`src/rtl/collision_scanner.sv`:
```
// Time-multiplexed AABB collision checker: snapshots player + N_OBJ obstacles on start,
// tests one obstacle per clock, then reports hit mask, lowest hit index and a crash counter.
module collision_scanner #(
  parameter int N_OBJ = 4,
  parameter int XW    = 10,
  parameter int YW    = 10,
  parameter int DW    = 6,
  parameter int CNT_W = 8,
  localparam int IW   = $clog2(N_OBJ)
) (
  input  logic                clk,
  input  logic                rst_n,
  input  logic                clear,
  input  logic                start,
  input  logic [DW-1:0]       box_w,
  input  logic [DW-1:0]       box_h,
  input  logic [XW-1:0]       player_x,
  input  logic [YW-1:0]       player_y,
  input  logic [N_OBJ*XW-1:0] obj_x,
  input  logic [N_OBJ*YW-1:0] obj_y,
  input  logic [N_OBJ-1:0]    obj_en,
  output logic                busy,
  output logic                done,
  output logic                hit,
  output logic [N_OBJ-1:0]    hit_mask,
  output logic [IW-1:0]       hit_idx,
  output logic [CNT_W-1:0]    crash_cnt
);

  typedef enum logic [1:0] {S_IDLE, S_SCAN, S_REPORT} state_t;

  state_t            r_state, w_state_nxt;
  logic [IW-1:0]     r_idx;
  logic [N_OBJ-1:0]  r_mask;
  logic              r_busy, r_done, r_hit;
  logic [N_OBJ-1:0]  r_hit_mask;
  logic [IW-1:0]     r_hit_idx;
  logic [CNT_W-1:0]  r_crash;

  logic [XW-1:0]     r_px;
  logic [YW-1:0]     r_py;
  logic [DW-1:0]     r_w, r_h;
  logic [XW-1:0]     r_ox [N_OBJ];
  logic [YW-1:0]     r_oy [N_OBJ];
  logic [N_OBJ-1:0]  r_en;

  logic              w_last, w_hit, w_accept;
  logic [IW-1:0]     w_low_idx;
  logic              w_found;
  logic [XW:0]       w_px_lo, w_px_hi, w_ox_lo, w_ox_hi;
  logic [YW:0]       w_py_lo, w_py_hi, w_oy_lo, w_oy_hi;

  assign w_last   = (r_idx == IW'(N_OBJ - 1));
  assign w_accept = (r_state == S_IDLE) && start && !clear;

  always_comb begin
    w_state_nxt = r_state;
    case (r_state)
      S_IDLE:   if (start)  w_state_nxt = S_SCAN;
      S_SCAN:   if (w_last) w_state_nxt = S_REPORT;
      S_REPORT:             w_state_nxt = S_IDLE;
      default:              w_state_nxt = S_IDLE;
    endcase
  end

  always_ff @(posedge clk or negedge rst_n) begin
    if (!rst_n)     r_state <= S_IDLE;
    else if (clear) r_state <= S_IDLE;
    else            r_state <= w_state_nxt;
  end

  // Sums are formed one bit wider than the operands so edge cases near full scale never wrap.
  always_comb begin
    w_px_lo = {1'b0, r_px};
    w_px_hi = {1'b0, r_px} + (XW+1)'(r_w);
    w_ox_lo = {1'b0, r_ox[r_idx]};
    w_ox_hi = {1'b0, r_ox[r_idx]} + (XW+1)'(r_w);
    w_py_lo = {1'b0, r_py};
    w_py_hi = {1'b0, r_py} + (YW+1)'(r_h);
    w_oy_lo = {1'b0, r_oy[r_idx]};
    w_oy_hi = {1'b0, r_oy[r_idx]} + (YW+1)'(r_h);
    w_hit   = r_en[r_idx] && (w_px_lo < w_ox_hi) && (w_px_hi > w_ox_lo)
                          && (w_py_lo < w_oy_hi) && (w_py_hi > w_oy_lo);
  end

  always_comb begin
    w_low_idx = '0;
    w_found   = 1'b0;
    for (int unsigned k = 0; k < N_OBJ; k++) begin
      if (r_mask[k] && !w_found) begin
        w_low_idx = IW'(k);
        w_found   = 1'b1;
      end
    end
  end

  always_ff @(posedge clk) begin
    if (w_accept) begin
      r_px <= player_x;
      r_py <= player_y;
      r_w  <= box_w;
      r_h  <= box_h;
      r_en <= obj_en;
      for (int unsigned k = 0; k < N_OBJ; k++) begin
        r_ox[k] <= obj_x[k*XW +: XW];
        r_oy[k] <= obj_y[k*YW +: YW];
      end
    end
  end

  always_ff @(posedge clk or negedge rst_n) begin
    if (!rst_n) begin
      r_idx <= '0; r_mask <= '0; r_busy <= 1'b0; r_done <= 1'b0;
      r_hit <= 1'b0; r_hit_mask <= '0; r_hit_idx <= '0; r_crash <= '0;
    end else if (clear) begin
      r_idx <= '0; r_mask <= '0; r_busy <= 1'b0; r_done <= 1'b0;
      r_hit <= 1'b0; r_hit_mask <= '0; r_hit_idx <= '0; r_crash <= '0;
    end else begin
      r_done <= 1'b0;
      case (r_state)
        S_IDLE: if (start) begin
          r_mask <= '0;
          r_idx  <= '0;
          r_busy <= 1'b1;
        end
        S_SCAN: begin
          r_mask[r_idx] <= w_hit;
          if (!w_last) r_idx <= r_idx + 1'b1;
        end
        S_REPORT: begin
          r_hit_mask <= r_mask;
          r_hit      <= |r_mask;
          r_hit_idx  <= w_low_idx;
          r_done     <= 1'b1;
          r_busy     <= 1'b0;
          if (|r_mask && r_crash != '1) r_crash <= r_crash + 1'b1;
        end
        default: ;
      endcase
    end
  end

  assign busy      = r_busy;
  assign done      = r_done;
  assign hit       = r_hit;
  assign hit_mask  = r_hit_mask;
  assign hit_idx   = r_hit_idx;
  assign crash_cnt = r_crash;

endmodule
```
`config.mk`:
```
export PLATFORM = sky130hd
export DESIGN_NAME = collision_scanner
export DESIGN_NICKNAME = d
export VERILOG_FILES = /design/src/rtl/collision_scanner.sv
export SDC_FILE = /design/constraint.sdc
export NUM_CORES = 1
export LEC_CHECK = 0
export CAP_MARGIN = 20
export CORE_MARGIN = 3
export CORE_UTILIZATION = 45
export DETAILED_ROUTE_END_ITERATION = 16
export DONT_BUFFER_PORTS = 1
export PLACE_DENSITY_LB_ADDON = 0.08
export SETUP_SLACK_MARGIN = 0.5
export SLEW_MARGIN = 40
export SYNTH_ARGS = -nofsm -noshare
export SYNTH_HDL_FRONTEND = slang
export SYNTH_SLANG_ARGS = --single-unit
```
`constraint.sdc`:
```
create_clock -name clk -period 13.5 [get_ports clk]
set_clock_uncertainty 0.1 [all_clocks]
set_input_delay 2.025 -clock clk [delete_from_list [all_inputs] [get_ports clk]]
set_output_delay 2.025 -clock clk [all_outputs]
set_load 0.02 [all_outputs]
```
==> out/metrics.csv, run 1 <==
metric;value;unit
slew_violations;0;
first_global_vias;4464;
hold_buffers;0;
path_clk_slew;0.06;ns
synth_cell_types;57;
p_switching;0.2804;mW
rsz0062_at_grt;false;
setup_viol;0;
coreArea;15940;µm²
cap_violations;0;
drcViolationCount;0;
finalInstanceArea;8165;µm²
path_depth;15;
synth_top_family_by_area;adder cells;
grt_usage;0.1783;
die-width;133.7;µm
dp_hpwl;11410;µm
n_fill_cell;1349;
end_kind;register;
antenna_found_initial;0;
synthTopCellsByArea;edfxtp_1 (47%), ha_1 (11%), dfrtp_1 (8.5%);
post-place-ws;8.879;ns
wirelength;15100;µm
place_area;7594;µm²
synth.area.mux_share;0.07088;
relSlewSlack;0.5189;
period_minus_slack;4.576;ns
clockBufferDepth;2;
cts_resized;0;
routed_via_density;5.454;
finalNonFillerCells;786;
dr_total_vias;4287;
root_buffer;clkbuf_16;
clk_latency;0.42;ns
synth_seq_area_share;0.5596;
synth-compound-area-share;0.09491;
hold_viol_final;0;
yosys-top-cells-count;edfxtp_1 (116), ha_1 (67), inv_1 (41), a21oi_1 (36);
cts_made_buffers;17;
clkSinkCount;141;
drtIter0Drc;199;
hp-class;register to register;
grt_pass1_wl;24240;µm
yosysMostFrequentCell;edfxtp_1;
cp_top_family;compound AO/OA/AOI/OAI gates;
drt_pre_antenna_iters;4;
cp_max_fo;16;
synth_top_area_share;0.4744;
gp_congestion;0.7948;
p_total;1.118;mW
hold_ws;0.4786;ns
cts_tree;yes;
synthAdderAreaFrac;0.1251;
worstPathArrival;4.79;ns
async_flop_share;0.1773;
die-area;17890;µm²
rrSetupSlack;8.92;ns
critPathLaunchType;register;
synth_top_area_cell;edfxtp_1;
yosys.area_share.simple;0.07923;
max_stage_delay;0.57;ns
ir_drop;0.09053;mV
tns;0;ns
synthXorXnorAreaFrac;0.03936;
port_buffers;0;
cp_cell_sequence;buf_4, mux4_2, ha_1, fa_1, a211oi_1, o21ai_0, a21oi_1, xnor2_1, ha_1, a21oi_1, o21a_1, o21ai_0, a221oi_2, o22ai_2, o31ai_1;
hold_depth;1;
overflow;0;
postCtsSetupRepairBufs;0;
final_util;0.5122;
power_frac_seq;0.451;
chipHeight;133.7;µm
crit_slowest_cell;mux4_2;
p_clk_frac;0.406;
crit_type;register to register;
p_int;0.8376;mW
path_buf_inv;1;
final_antenna_net_count;0;
comb_power_share;0.143;
reg2reg_depth;15;
place_inst;755;
synthCells;544;
syn_to_final_growth;11.19;%
grt_max_degree;84;
synth_edf_count;116;
ys_seq_elements;141;
synth-main-ff-cell;edfxtp_1;
drive_gt1_frac;0.09825;
max_freq;0.2185;GHz
htreeDepth;4;
num_antenna_cells;0;
worst_slack;8.924;ns
start_util;0.4606;
tightest_slew;0.7217;ns
power.leakage;3.133;nW
netlist_area;7343;µm²
crit_required;13.71;ns
status;finished, final reports clean;
yosys_warnings;0;
io_pins;137;
p_per_area;136.9;nW/µm²
final_nets;749;
num_rows;46;
syn-num-nets;735;
switching_share;0.2508;
wl_per_cell;19.21;µm
syn_avg_cell_area;13.50;µm²
timing.final.crit_share;0.3389;
-- cell usage in the layout (no fill, tap or decap), drive strengths merged, types with 2 or more instances in the layout --
| master | synthesis | final |
|---|---|---|
| nor2 | 30 | 30 |
| buf | 7 | 4 |
| a221oi | 2 | 2 |
| nand4 | 10 | 10 |
| and2 | 2 | 2 |
| o21ba | 2 | 2 |
| a211oi | 5 | 5 |
| o21a | 4 | 4 |
| xor2 | 8 | 8 |
| a21o | 10 | 10 |
| nand3 | 9 | 9 |
| mux4 | 21 | 21 |
| nand3b | 3 | 3 |
| o21bai | 3 | 3 |
| a31oi | 3 | 3 |
| clkbuf | 2 | 19 |
| or3 | 3 | 3 |
| o211ai | 3 | 3 |
| nor3 | 5 | 5 |
| bufinv | 0 | 2 |
| o21ai | 31 | 31 |
| nor2b | 5 | 5 |
| nor4 | 2 | 2 |
| inv | 42 | 46 |
| nand2b | 5 | 5 |
| edfxtp | 116 | 116 |
| fa | 4 | 4 |
| and3 | 6 | 6 |
| o31ai | 5 | 5 |
| clkinv | 0 | 4 |
| xnor2 | 25 | 25 |
| nand2 | 31 | 31 |
| ha | 67 | 67 |
| clkinvlp | 0 | 2 |
| a21oi | 36 | 36 |
| dfrtp | 25 | 25 |
-- layer usage --
metal	wire length, µm	GRT usage
met1	6505	0.2225
met2	7421	0.2928
met3	1008	0.06231
met4	161	0.05657
met5	0	0
-- cell type report --
type	count	area, µm²	share of cell area
Multi-Input combinational cell	352	3022	0.3701
Timing Repair Buffer	4	33.78	0.004137
Sequential cell	141	4110	0.5034
Clock buffer	19	432.9	0.05302
Tap cell	216	270.3	0.03310
Clock inverter	12	138.9	0.01701
Inverter	42	157.7	0.01931
-- sequential cells by signal (all words and copies together) (netlist names) --
name,cells
r_ox,40
r_oy,40
r_px,10
r_py,10
crash_cnt,8
r_h,6
r_w,6
hit_mask,4
r_en,4
r_mask,4
hit_idx,2
r_idx,2
r_state,2
busy,1
done,1
hit,1
-- final timing paths --
check | to | start
hold reg to reg | done$_DFF_PN0_ | r_state[0]$_DFFE_PN0P_
setup / recovery | r_mask[0]$_DFFE_PN0P_ | r_idx[0]$_DFFE_PN0P_
setup reg to reg | r_mask[0]$_DFFE_PN0P_ | r_idx[0]$_DFFE_PN0P_
max in group asynchronous | crash_cnt[0]$_DFFE_PN0P_ | rst_n
min in group asynchronous | hit_mask[0]$_DFFE_PN0N_ | rst_n
hold / removal | done$_DFF_PN0_ | r_state[0]$_DFFE_PN0P_
-- cells by family (layout without fill, tap and decap cells) --
| logic type | Yosys count | in the layout |
|---|---|---|
| DFF | 141 | 141 |
| and+or+nand+nor | 115 | 115 |
| AOI/OAI and AO/OA | 111 | 111 |
| adders and majority gates | 71 | 71 |
| buffers and inverters | 51 | 77 |
| xor gates and xnor gates | 33 | 33 |
| muxes | 22 | 22 |
-- power by group through the flow --
stage	logic (mW)	clock network [mW]	registers (mW)
after detailed placement	0.160	0	0.514
after global routing	0.185	0.490	0.506
after floorplan	0.130	0	0.511
after global placement	0.156	0	0.513
final	0.160	0.454	0.504
after CTS	0.161	0.467	0.505
(Power assumes the default switching activity.)
==> inputs of run 2 (changes only) <==
==> constraint.sdc (replaced) <==
create_clock -name clk -period 4.47 [get_ports clk]
set_clock_uncertainty 0.1 [all_clocks]
set_input_delay 0.6705 -clock clk [delete_from_list [all_inputs] [get_ports clk]]
set_output_delay 0.6705 -clock clk [all_outputs]
set_load 0.02 [all_outputs]
==> out/metrics.csv, run 2 (same netlist as run 1, synthesis figures left out) <==
metric;value;unit;change
first_global_vias;4496;;was 4,464
hold_start;clear;;was r_state[0]$_DFFE_PN0P_
crit_required;4.71;ns;was 13.71 ns
status;finished, final reports clean;;unchanged
cap_violations;0;;unchanged
worst_slack;0.6100;ns;was 8.924 ns
drt_pre_antenna_iters;4;;unchanged
largestRegisters;r_ox: 40 flops, r_oy: 40 flops;;unchanged
grt_max_degree;102;;was 84
post-place-ws;0.2073;ns;was 8.879 ns
cts_tree;yes;;unchanged
rrSetupSlack;0.61;ns;was 8.92 ns
root_buffer;clkbuf_16;;unchanged
top_usage_layer;met2;;unchanged
timing.final.crit_share;0.8635;;was 0.3389
chipHeight;133.7;µm;unchanged
critPathLaunchType;register;;unchanged
dp_hpwl;11240;µm;was 11,410 µm
rsz0062_at_grt;true;;was false
final_cell_mix;edfxtp_1 (116), ha_1 (63), inv_1 (41);;was edfxtp_1 (116), ha_1 (67), inv_1 (41)
ir_drop;0.3168;mV;was 0.09053 mV
port_buffers;0;;unchanged
final_common_cell;edfxtp_1;;unchanged
hold_viol_final;0;;unchanged
die-area;17890;µm²;unchanged
relSlewSlack;0.6161;;was 0.5189
dr_total_vias;4338;;was 4,287
overflow;0;;unchanged
path_clk_slew;0.06;ns;about the same
crit_type;register to register;;unchanged
power_frac_seq;0.447;;was 0.451
clockBufferDepth;2;;unchanged
worstPathArrival;4.10;ns;was 4.79 ns
clkSinkCount;141;;unchanged
antenna_found_initial;5;;was 0
wl_per_cell;19.05;µm;was 19.21 µm
holdPathEnd;hit_idx[0]$_DFFE_PN0N_;;was done$_DFF_PN0_
start_util;0.4606;;unchanged
routed_via_density;5.389;;was 5.454
setup_viol;0;;unchanged
cpMostUsedCell;buf_4;;
switching_share;0.2728;;was 0.2508
tns;0;ns;unchanged
cp_max_fo;6;;was 16
slew_violations;0;;unchanged
final_nets;765;;was 749
drtIter0Drc;181;;was 199
drcViolationCount;0;;unchanged
crit_slowest_cell;mux4_2;;unchanged
cp_cell_sequence;mux4_2, ha_4, fa_2, a211oi_2, o21ai_1, a21oi_2, buf_4, nor2_2, xnor2_1, ha_1, a21o_1, a221oi_2, o22ai_2, buf_4, o21ai_2;;was buf_4, mux4_2, ha_1, fa_1, a211oi_1, o21ai_0, a21oi_1, xnor2_1, ha_1, a21oi_1, o21a_1, o21ai_0, a221oi_2, o22ai_2, o31ai_1
hp-class;primary input to register;;was register to register
die-width;133.7;µm;unchanged
n_fill_cell;1349;;unchanged
clk_latency;0.42;ns;about the same
grt_pass1_wl;24410;µm;was 24,240 µm
gr-usage-met3;0.06231;;unchanged
final_antenna_net_count;0;;unchanged
max_stage_delay;0.57;ns;about the same
coreArea;15940;µm²;unchanged
p_clk_frac;0.390;;was 0.406
grt_usage;0.1786;;was 0.1783
wirelength;15340;µm;was 15,100 µm
p_switching;0.9286;mW;was 0.2804 mW
htreeDepth;4;;unchanged
met1_usage;0.2259;;was 0.2225
power.leakage;3.210;nW;was 3.133 nW
hold_ws;0.2150;ns;was 0.4786 ns
tightest_slew;0.5758;ns;was 0.7217 ns
place_inst;757;;was 755
period_minus_slack;3.860;ns;was 4.576 ns
gp_congestion;0.8330;;was 0.7948
r2r_end;r_mask[1]$_DFFE_PN0P_;;was r_mask[0]$_DFFE_PN0P_
finalNonFillerCells;805;;was 786
p_per_area;406.2;nW/µm²;was 136.9 nW/µm²
reg2reg_depth;15;;unchanged
p_int;2.476;mW;was 0.8376 mW
drive_gt1_frac;0.1635;;was 0.09825
num_rows;46;;unchanged
syn_to_final_growth;14.13;%;was 11.19%
startpoint;r_idx[0]$_DFFE_PN0P_;;unchanged
cts_made_buffers;17;;unchanged
comb_power_share;0.163;;was 0.143
end_kind;register;;unchanged
timing.rr.start;r_idx[0]$_DFFE_PN0P_;;unchanged
io_pins;137;;unchanged
hold_depth;1;;unchanged
max_freq;0.2591;GHz;was 0.2185 GHz
grtUsageMet2;0.2903;;was 0.2928
## run 2: how the worst max path moves through the flow
stage                                  endpoint  cells past startpoint  slack (ns)
final                     r_mask[1]$_DFFE_PN0P_                     15        0.61
after global routing      r_mask[1]$_DFFE_PN0P_                     15        0.43
after CTS                 r_mask[2]$_DFFE_PN0P_                     14        0.51
after global placement    r_mask[3]$_DFFE_PN0P_                     14        0.37
after detailed placement  r_mask[2]$_DFFE_PN0P_                     14        0.21
after floorplan               r_en[0]$_DFFE_PP_                      2       -0.59
## run 2: worst max-delay path: cells and delay by family (launching register included)
family,cells,cell delay (ns)
and+or+nand+nor,1,0.04
adders and majority gates,3,0.87
buffers and inverters,2,0.31
DFF,1,0.48
AOI/OAI and AO/OA,7,1.29
muxes,1,0.57
xor gates and xnor gates,1,0.12
## run 2: through the flow
step,total power [mW],area [µm²],util
CTS,3.427,8305,0.5210
finish,3.404,8381,0.5257
floorplan,1.940,7401,-
detailed placement,2.045,7639,0.4791
global route,3.586,8381,0.5257
global placement,2.031,7639,0.4791
## run 2: cell type report
class | instances | area [µm²] | area share
Inverter | 42 | 157.7 | 0.01881
Clock buffer | 18 | 429.2 | 0.05121
Multi-Input combinational cell | 352 | 3093 | 0.3691
Antenna cell | 2 | 5.005 | 0.0005972
Timing Repair Buffer | 20 | 185.2 | 0.02210
Tap cell | 216 | 270.3 | 0.03225
Clock inverter | 14 | 127.6 | 0.01523
Sequential cell | 141 | 4113 | 0.4907
## run 2: timing repair
action,in CTS,in global routing
endpoints found under the setup margin,4,4
pin swaps,5,19
hold buffers,2,0
endpoints found under the hold margin,25,0
setup buffers,7,5
gates cloned,0,0
resized for setup,12,13
## run 2: routing by layer
layer / vias to the layer above / share of wire
met5: - / 0.0027
met4: 6 / 0.013
met3: 22 / 0.064
met2: 109 / 0.49
met1: 2078 / 0.43
li1: 2123 / -
## run 2: power groups by stage
stage	clock, mW	sequential (mW)	combinational, mW
after global placement	0	1.55	0.482
final	1.33	1.52	0.555
after detailed placement	0	1.55	0.495
after global routing	1.43	1.53	0.630
after floorplan	0	1.54	0.401
after CTS	1.37	1.52	0.536
==> inputs of run 3 (changes only) <==
--- a/config.mk
+++ b/config.mk
@@ -11,7 +11,7 @@
 export DETAILED_ROUTE_END_ITERATION = 16
 export DONT_BUFFER_PORTS = 1
 export PLACE_DENSITY_LB_ADDON = 0.08
-export SETUP_SLACK_MARGIN = 0.5
+export SETUP_SLACK_MARGIN = 0.3
 export SLEW_MARGIN = 40
 export SYNTH_ARGS = -nofsm -noshare
 export SYNTH_HDL_FRONTEND = slang
==> out/metrics.csv, run 3 (same netlist as run 1, synthesis figures left out) <==
metric;value;unit;change
status;finished, final reports clean;;unchanged
final_common_cell;edfxtp_1;;unchanged
first_global_vias;4581;;was 4,496
htreeDepth;4;;unchanged
wl_per_cell;19.44;µm;was 19.05 µm
timing.final.crit_share;0.8791;;was 0.8635
final_cell_mix;edfxtp_1 (116), ha_1 (66), inv_1 (41);;was edfxtp_1 (116), ha_1 (63), inv_1 (41)
chipHeight;133.7;µm;unchanged
drtIter0Drc;205;;was 181
p_per_area;415.0;nW/µm²;was 406.2 nW/µm²
num_antenna_cells;0;;was 2
final_antenna_net_count;0;;unchanged
clk_latency;0.42;ns;about the same
die-area;17890;µm²;unchanged
rsz0062_at_grt;false;;was true
cp_max_fo;10;;was 6
coreArea;15940;µm²;unchanged
gp_congestion;0.7967;;was 0.8330
final_nets;759;;was 765
post-place-ws;0.006195;ns;was 0.2073 ns
die-width;133.7;µm;unchanged
cap_violations;0;;unchanged
antenna_found_initial;4;;was 5
num_rows;46;;unchanged
finalNonFillerCells;797;;was 805
ir_drop;0.2728;mV;was 0.3168 mV
grt_pass1_wl;24500;µm;was 24,410 µm
relSlewSlack;0.4848;;was 0.6161
hold_viol_final;0;;unchanged
overflow;0;;unchanged
end_kind;register;;unchanged
routed_via_density;5.424;;was 5.389
setup_viol;0;;unchanged
slew_violations;0;;unchanged
io_pins;137;;unchanged
critPathLaunchType;register;;unchanged
clockBufferDepth;2;;unchanged
hp-class;primary input to register;;unchanged
power.leakage;3.198;nW;was 3.210 nW
drive_gt1_frac;0.1360;;was 0.1635
crit_required;4.70;ns;was 4.71 ns
dp_hpwl;11720;µm;was 11,240 µm
port_buffers;0;;unchanged
period_minus_slack;3.930;ns;was 3.860 ns
drt_pre_antenna_iters;4;;unchanged
cts_tree;yes;;unchanged
largestRegisters;r_ox: 40 flops, r_oy: 40 flops;;unchanged
start_util;0.4606;;unchanged
root_buffer;clkbuf_16;;unchanged
grt_max_degree;65;;was 102
dr_total_vias;4323;;was 4,338
tns;0;ns;unchanged
tightest_slew;0.7728;ns;was 0.5758 ns
path_clk_slew;0.06;ns;about the same
grt_usage;0.1797;;was 0.1786
syn_to_final_growth;13.29;%;was 14.13%
worst_slack;0.5404;ns;was 0.6100 ns
worstPathArrival;4.16;ns;was 4.10 ns
cts_made_buffers;17;;unchanged
clkSinkCount;141;;unchanged
place_inst;760;;was 757
max_freq;0.2545;GHz;was 0.2591 GHz
crit_type;register to register;;unchanged
wirelength;15490;µm;was 15,340 µm
n_fill_cell;1336;;was 1,349
drcViolationCount;0;;unchanged
## run 3: final cells by class
class                      count  area (µm²)  share of cell area
sequential                   141        4110              0.4941
multi-input combinational    352        3064              0.3683
clock buffer                  18       429.2             0.05159
tap                          216       270.3             0.03249
inverter                      42       157.7             0.01895
clock inverter                14       155.1             0.01865
timing repair buffer          14       132.6             0.01594
## run 3: worst paths after layout
path | cells past startpoint | slack, ns | endpoint | start
max in group asynchronous | 2 | 3.51 | r_idx[0]$_DFFE_PN0P_ | rst_n
min reg2reg | 1 | 0.47 | done$_DFF_PN0_ | r_state[0]$_DFFE_PN0P_
max reg2reg | 15 | 0.54 | r_mask[2]$_DFFE_PN0P_ | r_idx[0]$_DFFE_PN0P_
max | 15 | 0.54 | r_mask[2]$_DFFE_PN0P_ | r_idx[0]$_DFFE_PN0P_
min in group asynchronous | 2 | 0.60 | r_idx[1]$_DFFE_PN0P_ | rst_n
min | 1 | 0.21 | hit_mask[0]$_DFFE_PN0N_ | clear
## run 3: worst max-delay path, stage by stage (launching register included)
cell      delay, ns
dfrtp_2        0.37
buf_12         0.14
mux4_2         0.53
ha_2           0.21
fa_2           0.37
a211oi_2       0.26
o21ai_1        0.12
a21oi_2        0.19
xnor2_1        0.15
ha_1           0.28
a21oi_1        0.20
o21a_1         0.15
o21ai_0        0.09
a221oi_2       0.32
o22ai_2        0.16
o31ai_2        0.19
## run 3: what timing repair did
item | CTS | global route
hold buffers | 2 | 0
hold endpoints to repair | 25 | 0
buffers inserted | 1 | 2
resized for setup | 2 | 11
cloned | 0 | 0
endpoints found under the setup margin | 4 | 4
pin swaps | 0 | 9
## run 3: routing by layer
metal | global-route usage | wire length [µm] | part of all wire | vias to the layer above
li1 | - | - | - | 2120
met1 | 0.2200 | 6691 | 0.43 | 2059
met2 | 0.2976 | 7601 | 0.49 | 114
met3 | 0.06722 | 961 | 0.062 | 22
met4 | 0.05486 | 191 | 0.012 | 8
met5 | 0 | 48 | 0.0031 | -
## run 3: report_power, final
part | leakage, nW | internal (mW) | switching, mW
logic | 1.50 | 0.233 | 0.296
registers | 1.42 | 1.49 | 0.0279
clock network | 0.278 | 0.831 | 0.574
total | 3.20 | 2.55 | 0.898
## run 3: stage by stage
step	hold WS [ns]	total power, mW	util	area (µm²)
after floorplan	0.2749	1.934	-	7376
after global placement	0.2759	2.030	0.4786	7630
after detailed placement	0.2759	2.045	0.4786	7630
after CTS	0.1845	3.475	0.5188	8272
after global routing	0.1880	3.632	0.5218	8319
final	0.2099	3.452	0.5218	8319
